<file path="src/rtl/uart_pkg.sv">
// Shared definitions for the UART transmit/receive blocks: FSM states,
// parity-mode encodings and the parity helper.
package uart_pkg;

  typedef enum logic [2:0] {
    IDLE   = 3'd0,
    START  = 3'd1,
    DATA   = 3'd2,
    PARITY = 3'd3,
    STOP1  = 3'd4,
    STOP2  = 3'd5
  } tx_state_e;

  localparam logic [1:0] PAR_NONE = 2'b00;
  localparam logic [1:0] PAR_ODD  = 2'b01;
  localparam logic [1:0] PAR_EVEN = 2'b10;
  localparam logic [1:0] PAR_MARK = 2'b11;

  localparam int unsigned MAX_DATA_BITS = 9;

  // Caller zero-extends the word, so unused upper bits do not disturb the XOR.
  function automatic logic parity_bit(input logic [MAX_DATA_BITS-1:0] data,
                                      input logic [1:0] mode);
    logic x;
    x = ^data;
    case (mode)
      PAR_ODD:  parity_bit = ~x;
      PAR_EVEN: parity_bit = x;
      PAR_MARK: parity_bit = 1'b1;
      default:  parity_bit = 1'b0;
    endcase
  endfunction

endpackage

</file>
<file path="src/rtl/uart_tx_fifo_if.sv">
// Bus/serial signal bundle for uart_tx_fifo; slave is the transmitter side.
interface uart_tx_fifo_if #(
  parameter int DATA_BITS = 8,
  parameter int CNT_W     = 3
);
  logic [DATA_BITS-1:0] din;
  logic                 load;
  logic                 shift;
  logic [1:0]           parity_mode;
  logic                 stop2;
  logic                 clr_ovf;
  logic                 txd;
  logic                 ready;
  logic                 busy;
  logic [CNT_W-1:0]     count;
  logic                 overflow;

  modport master (
    output din, load, shift, parity_mode, stop2, clr_ovf,
    input  txd, ready, busy, count, overflow
  );

  modport slave (
    input  din, load, shift, parity_mode, stop2, clr_ovf,
    output txd, ready, busy, count, overflow
  );
endinterface

</file>
<file path="src/rtl/uart_sync_fifo.sv">
// Small synchronous FIFO with fill count; a push into a full FIFO is
// accepted only when a pop happens in the same cycle.
module uart_sync_fifo #(
  parameter int WIDTH = 8,
  parameter int DEPTH = 4,
  parameter int CNT_W = $clog2(DEPTH + 1)
) (
  input  logic             clock,
  input  logic             reset,
  input  logic             push,
  input  logic             pop,
  input  logic [WIDTH-1:0] wdata,
  output logic [WIDTH-1:0] rdata,
  output logic             full,
  output logic             empty,
  output logic [CNT_W-1:0] count
);
  localparam int PTR_W = $clog2(DEPTH);

  logic [WIDTH-1:0] mem_q [DEPTH];
  logic [WIDTH-1:0] mem_d [DEPTH];
  logic [PTR_W-1:0] wr_ptr_q, wr_ptr_d, rd_ptr_q, rd_ptr_d;
  logic [CNT_W-1:0] count_q, count_d;
  logic             do_push, do_pop;

  assign full  = (count_q == CNT_W'(DEPTH));
  assign empty = (count_q == {CNT_W{1'b0}});
  assign count = count_q;
  assign rdata = mem_q[rd_ptr_q];

  always_comb begin
    do_push  = push && (!full || pop);
    do_pop   = pop && !empty;
    mem_d    = mem_q;
    wr_ptr_d = wr_ptr_q;
    rd_ptr_d = rd_ptr_q;
    count_d  = count_q;
    if (do_push) begin
      mem_d[wr_ptr_q] = wdata;
      wr_ptr_d        = wr_ptr_q + PTR_W'(1);
    end else begin
      wr_ptr_d = wr_ptr_q;
    end
    if (do_pop) begin
      rd_ptr_d = rd_ptr_q + PTR_W'(1);
    end else begin
      rd_ptr_d = rd_ptr_q;
    end
    case ({do_push, do_pop})
      2'b10:   count_d = count_q + CNT_W'(1);
      2'b01:   count_d = count_q - CNT_W'(1);
      default: count_d = count_q;
    endcase
  end

  always_ff @(posedge clock) begin
    if (!reset) begin
      mem_q    <= '{default: '0};
      wr_ptr_q <= '0;
      rd_ptr_q <= '0;
      count_q  <= '0;
    end else begin
      mem_q    <= mem_d;
      wr_ptr_q <= wr_ptr_d;
      rd_ptr_q <= rd_ptr_d;
      count_q  <= count_d;
    end
  end
endmodule

</file>
<file path="src/rtl/uart_tx_fifo.sv">
// UART transmitter fed from a holding FIFO; one bit per shift strobe,
// run-time parity and stop-bit selection latched per frame.
module uart_tx_fifo
  import uart_pkg::*;
#(
  parameter int DATA_BITS  = 8,
  parameter int FIFO_DEPTH = 4,
  parameter int CNT_W      = $clog2(FIFO_DEPTH + 1)
) (
  input logic           clock,
  input logic           reset,
  uart_tx_fifo_if.slave bus
);
  localparam int BIT_W = $clog2(DATA_BITS);

  tx_state_e              state_q, state_d;
  logic [DATA_BITS-1:0]   shreg_q, shreg_d;
  logic [BIT_W-1:0]       bit_cnt_q, bit_cnt_d;
  logic                   txd_q, txd_d;
  logic [1:0]             mode_q, mode_d;
  logic                   stop2_q, stop2_d;
  logic                   par_q, par_d;
  logic                   overflow_q, overflow_d;
  logic                   pop, full, empty, frame_end;
  logic [DATA_BITS-1:0]   fifo_rdata;
  logic [MAX_DATA_BITS-1:0] par_in;

  uart_sync_fifo #(
    .WIDTH (DATA_BITS),
    .DEPTH (FIFO_DEPTH),
    .CNT_W (CNT_W)
  ) u_fifo (
    .clock (clock),
    .reset (reset),
    .push  (bus.load),
    .pop   (pop),
    .wdata (bus.din),
    .rdata (fifo_rdata),
    .full  (full),
    .empty (empty),
    .count (bus.count)
  );

  assign bus.txd      = txd_q;
  assign bus.ready    = !full;
  assign bus.busy     = (state_q != IDLE);
  assign bus.overflow = overflow_q;

  always_comb begin
    state_d    = state_q;
    shreg_d    = shreg_q;
    bit_cnt_d  = bit_cnt_q;
    txd_d      = txd_q;
    mode_d     = mode_q;
    stop2_d    = stop2_q;
    par_d      = par_q;
    pop        = 1'b0;
    par_in     = '0;
    par_in[DATA_BITS-1:0] = fifo_rdata;
    frame_end  = (state_q == IDLE) || (state_q == STOP2) ||
                 ((state_q == STOP1) && !stop2_q);
    if (bus.shift) begin
      if (frame_end) begin
        // IDLE and the last stop bit both launch the next queued word directly.
        if (!empty) begin
          pop     = 1'b1;
          shreg_d = fifo_rdata;
          mode_d  = bus.parity_mode;
          stop2_d = bus.stop2;
          par_d   = parity_bit(par_in, bus.parity_mode);
          txd_d   = 1'b0;
          state_d = START;
        end else begin
          txd_d   = 1'b1;
          state_d = IDLE;
        end
      end else begin
        case (state_q)
          START: begin
            txd_d     = shreg_q[0];
            bit_cnt_d = '0;
            state_d   = DATA;
          end
          DATA: begin
            if (bit_cnt_q == BIT_W'(DATA_BITS - 1)) begin
              if (mode_q != PAR_NONE) begin
                txd_d   = par_q;
                state_d = PARITY;
              end else begin
                txd_d   = 1'b1;
                state_d = STOP1;
              end
            end else begin
              shreg_d   = shreg_q >> 1;
              txd_d     = shreg_q[1];
              bit_cnt_d = bit_cnt_q + BIT_W'(1);
            end
          end
          PARITY: begin
            txd_d   = 1'b1;
            state_d = STOP1;
          end
          STOP1: begin
            txd_d   = 1'b1;
            state_d = STOP2;
          end
          default: begin
            txd_d   = 1'b1;
            state_d = IDLE;
          end
        endcase
      end
    end else begin
      state_d = state_q;
    end
    // A drop and a clear in the same cycle leave the flag set.
    if (bus.load && full && !pop) begin
      overflow_d = 1'b1;
    end else if (bus.clr_ovf) begin
      overflow_d = 1'b0;
    end else begin
      overflow_d = overflow_q;
    end
  end

  always_ff @(posedge clock) begin
    if (!reset) begin
      state_q    <= IDLE;
      shreg_q    <= '0;
      bit_cnt_q  <= '0;
      txd_q      <= 1'b1;
      mode_q     <= PAR_NONE;
      stop2_q    <= 1'b0;
      par_q      <= 1'b0;
      overflow_q <= 1'b0;
    end else begin
      state_q    <= state_d;
      shreg_q    <= shreg_d;
      bit_cnt_q  <= bit_cnt_d;
      txd_q      <= txd_d;
      mode_q     <= mode_d;
      stop2_q    <= stop2_d;
      par_q      <= par_d;
      overflow_q <= overflow_d;
    end
  end
endmodule

</file>
<file path="src/flat_wrapper.sv">
// flat-port wrapper written by rule: the top's interface ports become plain ports
module uart_tx_fifo_flat import uart_pkg::*;
#(
  parameter int DATA_BITS  = 8,
  parameter int FIFO_DEPTH = 4,
  parameter int CNT_W      = $clog2(FIFO_DEPTH + 1)
)
  (clock, reset, bus_din, bus_load, bus_shift, bus_parity_mode, bus_stop2, bus_clr_ovf, bus_txd, bus_ready, bus_busy, bus_count, bus_overflow);
  uart_tx_fifo_if #(.DATA_BITS(DATA_BITS), .CNT_W(CNT_W)) bus_i ();
  input logic clock;
  input logic reset;
  input wire logic [$bits(bus_i.din)-1:0] bus_din;
  input wire logic [$bits(bus_i.load)-1:0] bus_load;
  input wire logic [$bits(bus_i.shift)-1:0] bus_shift;
  input wire logic [$bits(bus_i.parity_mode)-1:0] bus_parity_mode;
  input wire logic [$bits(bus_i.stop2)-1:0] bus_stop2;
  input wire logic [$bits(bus_i.clr_ovf)-1:0] bus_clr_ovf;
  output wire logic [$bits(bus_i.txd)-1:0] bus_txd;
  output wire logic [$bits(bus_i.ready)-1:0] bus_ready;
  output wire logic [$bits(bus_i.busy)-1:0] bus_busy;
  output wire logic [$bits(bus_i.count)-1:0] bus_count;
  output wire logic [$bits(bus_i.overflow)-1:0] bus_overflow;
  assign bus_i.din = bus_din;
  assign bus_i.load = bus_load;
  assign bus_i.shift = bus_shift;
  assign bus_i.parity_mode = bus_parity_mode;
  assign bus_i.stop2 = bus_stop2;
  assign bus_i.clr_ovf = bus_clr_ovf;
  assign bus_txd = bus_i.txd;
  assign bus_ready = bus_i.ready;
  assign bus_busy = bus_i.busy;
  assign bus_count = bus_i.count;
  assign bus_overflow = bus_i.overflow;
  uart_tx_fifo #(.DATA_BITS(DATA_BITS), .FIFO_DEPTH(FIFO_DEPTH), .CNT_W(CNT_W)) u_core (.clock(clock), .reset(reset), .bus(bus_i));
endmodule
</file>
<file path="config.mk">
export PLATFORM = sky130hd
export DESIGN_NAME = uart_tx_fifo_flat
export DESIGN_NICKNAME = d
export VERILOG_FILES = /design/src/rtl/uart_pkg.sv /design/src/rtl/uart_tx_fifo_if.sv /design/src/rtl/uart_sync_fifo.sv /design/src/rtl/uart_tx_fifo.sv /design/src/flat_wrapper.sv
export SDC_FILE = /design/constraint.sdc
export NUM_CORES = 1
export LEC_CHECK = 0
export BUFFER_PORTS_ARGS = -buffer_cell sky130_fd_sc_hd__buf_2
export CAP_MARGIN = 5
export CORE_UTILIZATION = 45
export DETAILED_ROUTE_END_ITERATION = 10
export GPL_TIMING_DRIVEN = 0
export SLEW_MARGIN = 10
export SYNTH_ARGS = -nofsm -noshare
export SYNTH_HDL_FRONTEND = slang
export SYNTH_SLANG_ARGS = --single-unit
export TNS_END_PERCENT = 1
</file>
<file path="constraint.sdc">
create_clock -name clock -period 3.5 [get_ports clock]
set_clock_uncertainty 0.2 [all_clocks]
set_input_delay 0.525 -clock clock [delete_from_list [all_inputs] [get_ports clock]]
set_output_delay 0.525 -clock clock [all_outputs]
set_load 0.005 [all_outputs]
</file>
# [Word-level counts from Yosys, hierarchy flattened]
# Cells that the tools add are included.
[word_totals] out_inout_bits=7 in_bits=16 register_bits=59
[classes] reduce_logical=26 bitwise=5 mux=29 n_eq_ne=16 addsub=5 n_lt_le_gt_ge=3
[ops] operator="2-to-1 mux 8 bit" count=7
[ops] operator="bitwise mux 32 bit" count=1
[ops] operator="binary-select mux 8 bit (select 2 bit)" count=1
[ops] operator="demux 8 bit (select 2 bit)" count=1
[ops] operator="equality test 3 bit (second input constant)" count=4
[ops] operator="2-to-1 mux 3 bit" count=4
[ops] operator="one-hot mux 3 bit (2 select lines)" count=2
[ops] operator="one-hot mux 3 bit (4 select lines)" count=1
[ops] operator="2-to-1 mux 1 bit" count=10
[ops] operator="nonzero test 2 bit" count=5
[ops] operator="parity 9 bit" count=1
[ops] operator="AND reduction 4 bit" count=2
[ops] operator="adder 3 x 1 -> 3 bit (second input constant)" count=2
[ops] operator="equality test 2 bit (second input constant)" count=3
[ops] operator="equality test 3 x 2 -> 1 bit (second input constant)" count=2
[ops] operator="greater-or-equal comparator 3 bit (second input constant)" count=2
[ops] operator="logical AND 1 bit" count=6
[ops] operator="logical NOT 3 bit" count=2
[ops] operator="NOT 2 -> 3 bit" count=2
[ops] operator="adder 2 x 1 -> 2 bit (second input constant)" count=2
[ops] operator="equality test 2 x 1 -> 1 bit (second input constant)" count=2
[ops] operator="logical NOT 1 bit" count=4
[ops] operator="!= test 2 bit (second input constant)" count=2
[ops] operator="equality test 3 x 1 -> 1 bit (second input constant)" count=1
[ops] operator="11 further kinds" count=15

# [Longest topological paths before layout]
[logic_depth] word_depth=9 mapped_depth=12 ltp_nobuf=10

# [By module]
# From an unflattened synthesis, not the netlist that was laid out.
[unflattened] hier_cells=298 hier_area_um2=2916.5
[modules_own_cells] mod="uart_sync_fifo" cells_each=173 seq_area_each_um2=780.7 instances=1 area_per_inst_um2=1788.0
[modules_own_cells] mod="uart_tx_fifo" cells_each=125 seq_area_each_um2=400.4 instances=1 area_per_inst_um2=1128.6

# [Worst setup path before layout]
# Ideal clock, no wire load.
[synth_timing] path_type="reg2reg" from="register u_core.state_q[2]" to="register u_core.u_fifo.count_q[2], in the netlist u_core.u_fifo.count[2]" period_less_slack_ns=2.680 n_path_buf=2 path_stages_with_launch=12 setup_slack_ns=0.820 arrival_ns=2.404 cell_sequence="dfxtp_1 > buf_2 > a21o_1 > a211oi_1 > and2_1 > buf_2 > ha_1 > inv_1 > fa_1 > xor2_1 > or3_1 > a21boi_0"
[synth_lines] item="from (decl)" line_no="uart_tx_fifo.sv:16" text="tx_state_e state_q, state_d;"
[synth_lines] item="from (signal assigned)" line_no="uart_tx_fifo.sv:137" text="state_q <= state_d;"
[synth_lines] item="equality test 3 bit (tied with other cells)" line_no="uart_tx_fifo.sv:60" text="frame_end = (state_q == IDLE) || (state_q == STOP2) ||"
[synth_lines] item="logical OR 1 bit / logical AND 1 bit (equally long branches)" line_no="uart_tx_fifo.sv:60, uart_tx_fifo.sv:61"
[synth_lines] item="logical OR 1 bit *" line_no="uart_tx_fifo.sv:60"
[synth_lines] item="2-to-1 mux 1 bit *" line_no="uart_tx_fifo.sv:63" text="if (frame_end) begin"
[synth_lines] item="2-to-1 mux 1 bit *" line_no="uart_tx_fifo.sv:62" text="if (bus.shift) begin"
[synth_lines] item="logical AND 1 bit *" line_no="uart_sync_fifo.sv:33" text="do_pop = pop && !empty;"
[synth_lines] item="via u_core.u_fifo.do_pop" line_no="uart_sync_fifo.sv:24" text="logic do_push, do_pop;"
[synth_lines] item="equality test 2 x 1 -> 1 bit / equality test 2 bit (equally long branches)" line_no="uart_sync_fifo.sv:49" text="case ({do_push, do_pop})"
[synth_lines] item="one-hot mux 3 bit (2 select lines) / nonzero test 2 bit (equally long branches)"
[synth_lines] item="to (signal assigned)" line_no="uart_sync_fifo.sv:66" text="count_q <= count_d;"
[synth_lines] item="to (decl)" line_no="uart_sync_fifo.sv:23" text="logic [CNT_W-1:0] count_q, count_d;"
# Mark *: on every way through the listed nets, which the timed path passes. The rest lies on a longest branch.
# A chain may end at the register's enable or synchronous reset.

# [Worst setup path in the final report]
# Ends and elaborated chain as after synthesis.

==> impl_metrics.json <==
{
  "layout_setup_ws_ns": 0.502,
  "syn-num-nets": 303,
  "syn_to_final_growth_pct": 13.0,
  "antenna_found_initial": 0,
  "status": "finished, final reports clean",
  "grt_pass1_vias": 1919,
  "whs_ns": 0.258,
  "wl_per_cell_um": 14.4,
  "clock_path_buffers": 2,
  "grt_first_pass_wirelength_um": 9360,
  "ys_seq_area_share_pct": 41.1,
  "drc_errors": 0,
  "drv_slew": 0,
  "start_util_pct": 47.7,
  "synth.avg_cell_area_um2": 10.3,
  "vias": 2011,
  "worst_pin_slew_ns": 0.594,
  "routed_wl_um": 5600,
  "cts_hold_buf": 0,
  "drive_gt1_share_pct": 17.1,
  "die-area_um2": 6710,
  "slew_headroom_pct": 60.4,
  "seq_area_um2": 1180,
  "hpwl_um": 4000,
  "crit_path_end_kind": "flop",
  "design_area_um2": 3250,
  "postCtsSetupRepairBufs": 0,
  "nets": 335,
  "start_kind": "flop",
  "vias_per_cell": 5.16,
  "power_density_nw_per_um2": 625,
  "io_pins": 23,
  "hp-start": "bus_stop2",
  "cts_root_buf": "clkbuf_8",
  "synth_seq_cells": 59,
  "startpoint": "u_core.state_q[2]",
  "rsz0062_at_grt": "no",
  "period_needed_ns": 3.00,
  "cts_made_buffers": 9,
  "drt_iter0_drc": 51,
  "period_share_pct": 85.7,
  "drv_cap": 0,
  "pre_cts_ws_ns": 0.490,
  "dieWidth_um": 81.9,
  "grt_overflow": 0,
  "clkLatencyLatePin_ns": 0.33,
  "fillers": 574,
  "grtUsageTotal_pct": 19.4,
  "synth_warnings": 0,
  "cts.repair.resized": 0,
  "setup_violations": 0,
  "rows": 28,
  "multi_input_area_um2": 1580,
  "p_leak_uw": 0.00151,
  "crit_arrival_ns": 3.05,
  "criticalPathCategory": "reg2reg",
  "chipHeight_um": 81.9,
  "crit_required_ns": 3.55,
  "synth.cell_area_um2": 2870,
  "cp_max_fo": 10,
  "tns_ns": 0,
  "portBuffers": 21,
  "r2r_start": "u_core.state_q[2]",
  "diodes": 0,
  "dpl-instance-area_um2": 3070,
  "yosysUniqueCellTypes": 37,
  "final-hold-violation-count": 0,
  "globalplace.congestion": 0.740,
  "postRouteAntennaNets": 0,
  "max_freq_ghz": 0.334,
  "ir_worst_vdd_uv": 319,
  "syn_inst": 279,
  "core_area_um2": 6030,
  "h-tree-depth": 3,
  "grt_max_degree": 11,
  "cts.sinks": 59,
  "clk_pin_slew_worst_paths_ns": 0.06,
  "hp-class": "in2reg",
  "dr.pass1.iters": 4,
  "cts_tree": "yes"
}
[metrics by stage]
| stage | power, uW | util, % | cells |
|---|---|---|---|
| 6_report | 2030 | 53.9 | 390 |
| 5_1_grt | 2180 | 53.9 | 390 |
| 4_1_cts | 2070 | 53.9 | 390 |
| 3_5_place_dp | 1490 | 51.0 | 375 |
| 3_3_place_gp | 1480 | 51.0 | 375 |
| 2_1_floorplan | 1330 | - | 279 |
[metal layers]
metal | vias up | track usage (%) | routed length [um]
li1 | 1024 | - | -
met1 | 947 | 23.4 | 2600
met2 | 31 | 32.5 | 2720
met3 | 9 | 5.67 | 198
met4 | 0 | 7.37 | 88
met5 | - | 0 | 0
[area by class of cell]
class / count / share of cell area (%)
Sequential cell: 59 / 36.4
Timing Repair Buffer: 21 / 3.24
Clock buffer: 12 / 4.16
Clock inverter: 3 / 1.23
Multi-Input combinational cell: 195 / 48.7
Inverter: 11 / 1.27
Tap cell: 75 / 2.89
Buffer: 14 / 2.16
[worst max-delay path, cell delays in order (launching register included)]
cell and delay [ns]:
dfxtp_1 0.29, buf_2 0.16, a21o_1 0.19, a211oi_1 0.40, and2_1 0.18, buf_2 0.22
ha_1 0.21, inv_1 0.06, fa_1 0.37, xor2_1 0.16, or3_1 0.30, a21boi_0 0.18
[cell usage in the layout (no fill, tap or decap), drive strengths merged]
master,instances
nor2b,39
a32o,1
a21boi,6
o22ai,2
o221ai,1
a21oi,5
or3,6
dfxtp,59
xor2,3
o211ai,1
fa,1
nand2b,2
o31ai,1
mux4,8
xnor2,9
and2,8
o211a,8
a211oi,1
o21a,2
or2,1
o21ai,7
ha,7
nor2,8
a22oi,1
clkbuf,19
clkinv,2
a21o,1
inv,11
bufinv,1
nand2,19
nand3,2
mux2i,43
buf,28
nor3b,2
[cells by family after synthesis]
kind of cell / Yosys count / synth area share (%)
simple gates: 87 / 16.8
flops: 59 / 41.1
compound gates: 37 / 9.53
xor+xnor: 12 / 3.66
mux: 51 / 21.2
fa+ha+maj: 8 / 3.74
buf+inv: 25 / 3.87
[cells in the mapped netlist]
| library cell | count | area share [%] |
|---|---|---|
| buf_2 | 5 | 0.87 |
| a21boi_0 | 6 | 1.6 |
| nand2_2 | 3 | 0.65 |
| a211oi_1 | 1 | 0.26 |
| nor2_1 | 8 | 1.0 |
| or3_1 | 6 | 1.3 |
| and2_1 | 8 | 1.7 |
| xor2_1 | 3 | 0.91 |
| nor2b_1 | 39 | 8.5 |
| dfxtp_1 | 59 | 41 |
| a21oi_2 | 1 | 0.30 |
| o21a_1 | 1 | 0.26 |
| o21ai_0 | 7 | 1.2 |
| mux2i_1 | 43 | 15 |
| buf_6 | 1 | 0.39 |
| fa_1 | 1 | 0.70 |
| nand2b_1 | 2 | 0.44 |
| o21a_2 | 1 | 0.30 |
| or2_2 | 1 | 0.22 |
| a22oi_1 | 1 | 0.26 |
| o31ai_1 | 1 | 0.26 |
| o221ai_1 | 1 | 0.30 |
| inv_1 | 11 | 1.4 |
| a21oi_1 | 4 | 0.70 |
| nor3b_1 | 2 | 0.52 |
| a32o_1 | 1 | 0.35 |
| ha_1 | 7 | 3.0 |
| buf_4 | 1 | 0.26 |
| a21o_1 | 1 | 0.26 |
| o211ai_1 | 1 | 0.26 |
| nand2_1 | 16 | 2.1 |
| clkbuf_1 | 7 | 0.91 |
| o211a_1 | 8 | 2.8 |
| o22ai_1 | 2 | 0.44 |
| nand3_1 | 2 | 0.35 |
| mux4_2 | 8 | 6.3 |
| xnor2_1 | 9 | 2.7 |
[where the power goes]
part	leakage (uW)	internal [uW]	total [uW]	switching, uW
Clock	0.0000902	323	567	244
Combinational	0.000942	313	639	327
Sequential	0.000480	769	824	54.9
Total	0.00151	1400	2030	626
[worst paths after layout]
check                                end  slack (ns)  cells after the start
setup / recovery  u_core.u_fifo.count[2]        0.50                     11
hold / removal            u_core.stop2_q        0.26                      3
setup reg to reg  u_core.u_fifo.count[2]        0.50                     11
hold reg to reg      u_core.bit_cnt_q[2]        0.27                      2
[sequential cells by signal, summed over array words and instances, names as in the netlist]
register and count:
u_core.bit_cnt_q 3, u_core.bus.overflow 1, u_core.bus.txd 1, u_core.mode_q 2, u_core.par_q 1, u_core.shreg_q 8, u_core.state_q 3, u_core.stop2_q 1
u_core.u_fifo.count 3, u_core.u_fifo.mem_q 32, u_core.u_fifo.rd_ptr_q 2, u_core.u_fifo.wr_ptr_q 2
Note: power is estimated with default switching activity, not from simulation.
